## src/rtl/thresholding_out_packer.sv

```systemverilog
// Packs byte-aligned thresholded elements PACK-per-word into a wide AXI stream.
// A pixel (C channels) always closes its word: unused lanes are zeroed and TLAST is set.
module thresholding_out_packer_lane #(
    parameter int O_BITS = 4,
    parameter int LW     = 2,
    parameter int IDX    = 0
) (
    input  logic [LW-1:0]     lane_sel,
    input  logic [O_BITS-1:0] acc_lane,
    input  logic [O_BITS-1:0] din,
    output logic [O_BITS-1:0] acc_wr,
    output logic [O_BITS-1:0] word_lane
);
    logic hit;
    logic below;

    assign hit   = (lane_sel == LW'(IDX));
    assign below = (lane_sel > LW'(IDX));

    always_comb begin
        acc_wr    = hit ? din : acc_lane;
        word_lane = '0;
        if (hit)        word_lane = din;
        else if (below) word_lane = acc_lane;
    end
endmodule

module thresholding_out_packer #(
    parameter int O_BITS = 4,
    parameter int C      = 8,
    parameter int PACK   = 4,
    localparam int IW    = ((O_BITS + 7) / 8) * 8,
    localparam int OW    = ((PACK * O_BITS + 7) / 8) * 8
) (
    input  logic          ap_clk,
    input  logic          ap_rst,
    output logic          s_axis_tready,
    input  logic          s_axis_tvalid,
    input  logic [IW-1:0] s_axis_tdata,
    input  logic          m_axis_tready,
    output logic          m_axis_tvalid,
    output logic [OW-1:0] m_axis_tdata,
    output logic          m_axis_tlast
);
    localparam int LW = (PACK > 1) ? $clog2(PACK) : 1;
    localparam int KW = (C > 1) ? $clog2(C) : 1;
    localparam logic [LW-1:0] L_MAX = LW'(PACK - 1);
    localparam logic [KW-1:0] K_MAX = KW'(C - 1);

    logic [LW-1:0] l_q, l_d;
    logic [KW-1:0] k_q, k_d;
    logic [PACK-1:0][O_BITS-1:0] acc_q, acc_d, acc_wr, word;
    logic [PACK-1:0][O_BITS-1:0] odata_q, odata_d;
    logic ovld_q, ovld_d, olast_q, olast_d;
    logic completing, pix_end, accept;
    logic [O_BITS-1:0] din;
    logic unused_bits;

    assign din         = s_axis_tdata[O_BITS-1:0];
    assign unused_bits = ^s_axis_tdata;

    // Lane j takes the new element when selected, keeps lower lanes, zeroes upper lanes.
    for (genvar j = 0; j < PACK; j++) begin : g_lane
        thresholding_out_packer_lane #(
            .O_BITS(O_BITS),
            .LW    (LW),
            .IDX   (j)
        ) u_lane (
            .lane_sel (l_q),
            .acc_lane (acc_q[j]),
            .din      (din),
            .acc_wr   (acc_wr[j]),
            .word_lane(word[j])
        );
    end

    // Ready depends only on registered state and downstream ready, never on s_axis_tvalid.
    assign pix_end       = (k_q == K_MAX);
    assign completing    = (l_q == L_MAX) || pix_end;
    assign s_axis_tready = !completing || !ovld_q || m_axis_tready;
    assign accept        = s_axis_tvalid && s_axis_tready;

    always_comb begin
        l_d     = l_q;
        k_d     = k_q;
        acc_d   = acc_q;
        odata_d = odata_q;
        ovld_d  = ovld_q;
        olast_d = olast_q;
        if (m_axis_tready && ovld_q) ovld_d = 1'b0;
        if (accept) begin
            if (completing) begin
                odata_d = word;
                olast_d = pix_end;
                ovld_d  = 1'b1;
                acc_d   = '0;
                l_d     = '0;
                k_d     = pix_end ? '0 : k_q + KW'(1);
            end else begin
                acc_d = acc_wr;
                l_d   = l_q + LW'(1);
                k_d   = k_q + KW'(1);
            end
        end
    end

    always_ff @(posedge ap_clk or posedge ap_rst) begin
        if (ap_rst) begin
            l_q     <= '0;
            k_q     <= '0;
            acc_q   <= '0;
            odata_q <= '0;
            ovld_q  <= 1'b0;
            olast_q <= 1'b0;
        end else begin
            l_q     <= l_d;
            k_q     <= k_d;
            acc_q   <= acc_d;
            odata_q <= odata_d;
            ovld_q  <= ovld_d;
            olast_q <= olast_d;
        end
    end

    assign m_axis_tvalid = ovld_q;
    assign m_axis_tdata  = OW'(odata_q);
    assign m_axis_tlast  = olast_q;
endmodule

```

## config.mk

```make
export PLATFORM = sky130hd
export DESIGN_NAME = thresholding_out_packer
export DESIGN_NICKNAME = d
export VERILOG_FILES = /design/src/rtl/thresholding_out_packer.sv
export SDC_FILE = /design/constraint.sdc
export NUM_CORES = 1
export LEC_CHECK = 0
export ABC_AREA = 1
export CAP_MARGIN = 5
export CORE_MARGIN = 2
export CORE_UTILIZATION = 25
export CTS_CLUSTER_SIZE = 28
export DETAILED_ROUTE_END_ITERATION = 16
export RECOVER_POWER = 25
export SYNTH_ARGS = -nofsm -noshare
export SYNTH_HDL_FRONTEND = slang
export SYNTH_HIERARCHICAL = 1
export SYNTH_SLANG_ARGS = --single-unit
```

## constraint.sdc

```tcl
create_clock -name ap_clk -period 2.2 [get_ports ap_clk]
set_input_delay 0.44 -clock ap_clk [delete_from_list [all_inputs] [get_ports ap_clk]]
set_output_delay 0.44 -clock ap_clk [all_outputs]
set_load 0.01 [all_outputs]
```

==> results.cfg <==
[outcome]
status = complete, no violations

[cts]
clk_latency_ns = 0.28
cts_tree = built
clkTransAtPathRegs_ns = 0.07
clock_sink_count = 35
htreeDepth = 2
cts_inserted_buffers = 5
cts_setup_buffers = 0
clock_path_buffers = 2
clockRootBuffer = clkbuf_8

[synthesis]
syn_avg_cell_area_um2 = 7.75
syn_inst = 234
synth_nets = 249
yosys_warnings = 6
synth_area_mm2 = 0.00181

[floorplan]
std_cell_rows = 31
coreArea_mm2 = 0.00714
ioPinCount = 31
die_width_um = 89.2
die_y_um = 89.2
start_util = 0.254
dieArea_mm2 = 0.00795

[cells_and_area]
fin_nets = 277
drive_gt1_frac = 0.103
final_common_cell = nand2_1
final_cell_mix = nand2_1, dfrtp_1, clkdlybuf4s50_1
diodes = 0
final_cells = 362
area_growth_pct = 24.3

[sta]
period_share = 0.902
period_minus_slack_ns = 1.98
rsz0062_at_grt = no
tightest_slew_ns = 0.866
hold_violations = 0
slew_violations = 0
worst_clock_skew_ns = 0.00220
slew_headroom = 0.423
setup-violations-final = 0
tns_ns = 0
fmax_mhz = 504

[global_route]
grt_antenna_before_repair = 0
grt_pass1_wl_um = 6560
grt_util_all_layers = 0.105
grt_start_max_net_pins = 36
grt_pass1_vias = 1474
grt_remaining_overflow = 0

[run]
maxCapViolations = 0

[setup_path]
crit_required_ns = 1.76
rr_startpoint = k_q[0]
critical_path_class = flop to primary output
crit_chain = ha_1, ha_1, inv_2, nand2_4, nand2_4, dlygate4sd2_1
critical_path.max_stage_delay_ns = 0.39
reg2reg_slack_ns = 0.46
reg2reg_depth = 8
end_kind = primary output
path_max_fanout = 3
cp-start-kind = flop
critPathArrivalTime_ns = 1.54
cpMaxStageDelayCell = dfrtp_1
timing.rr.end = m_axis_tdata[11]
crit_end = s_axis_tready
cp-startpoint = k_q[0]

[worst_hold_path]
hp-class = flop to flop
holdPathStages = 2

[detailed_routing]
drt_iter0_markers = 59
remaining_drc_errors = 0
antenna_left = 0
vias_per_cell = 4.28
vias = 1549
wl_um = 3770
drt_first_pass_iters = 4
wl_per_cell_um = 10.4

[place]
dp_cells = 354
gp_congestion = 0.779
place_hpwl_um = 2650
port_buffers = 26

[pwr]
total_leakage_power_nw = 1.23
pwr_density_cell_mw_per_mm2 = 1260
vdd.ir_drop.worst_uv = 239
[worst min-delay path by stage]
stage                                from               to  slack (ns)
after floorplan                  acc_q[0]         acc_q[0]        0.44
after global placement           acc_q[1]         acc_q[1]        0.45
after detailed placement  m_axis_tdata[8]  m_axis_tdata[8]        0.46
after CTS                        acc_q[3]         acc_q[3]        0.47
after global routing             acc_q[0]         acc_q[0]        0.50
final                     m_axis_tdata[1]  m_axis_tdata[1]        0.47
[registers in the layout (all words and copies together) (netlist names)]
name           flops
m_axis_tdata      16
acc_q             12
k_q                3
l_q                2
m_axis_tlast       1
m_axis_tvalid      1
[area by class of cell]
type / count / area, µm²
timing repair buffer: 34 / 317
multi-input combinational: 173 / 790
tap: 99 / 124
clock buffer: 8 / 100
inverter: 13 / 48.8
fill: 779 / 4880
sequential: 35 / 876
[routing by layer]
metal,global-route usage,share of wire,vias up
met5,0,0,-
met4,0.0407,0.011,0
met3,0.0277,0.051,4
met2,0.174,0.47,42
met1,0.131,0.46,706
li1,-,-,797
[metrics by stage]
stage                     power (mW)  worst slack (ns)  instance area (µm²)   util  hold WS (ns)
final                           2.83             0.215                 2250  0.316         0.468
after global routing            3.10             0.133                 2250  0.316         0.500
after CTS                       2.88             0.193                 2260  0.316         0.473
after detailed placement        2.37             0.105                 2160  0.302         0.457
after global placement          2.33            0.0987                 2160  0.302         0.447
after floorplan                 1.92             0.591                 1810      -         0.436
[report_power, final]
part           internal (mW)  leakage [nW]  total (mW)  switching, mW
registers              0.902         0.459        1.04          0.141
clock network          0.285        0.0515       0.497          0.212
logic                  0.550         0.719        1.29          0.743
[what timing repair did]
item,in CTS,in global routing
hold buffers,0,0
resized for setup,1,0
hold endpoints to repair,0,0
endpoints found under the setup margin,1,0
[worst max-delay path, delay by kind of cell, from the launching register on]
| kind | cells | cell delay [ns] |
|---|---|---|
| simple gates | 2 | 0.11 |
| flops | 1 | 0.39 |
| fa+ha+maj | 2 | 0.43 |
| buf+inv | 2 | 0.34 |
Power figures use the tool's default switching activity.
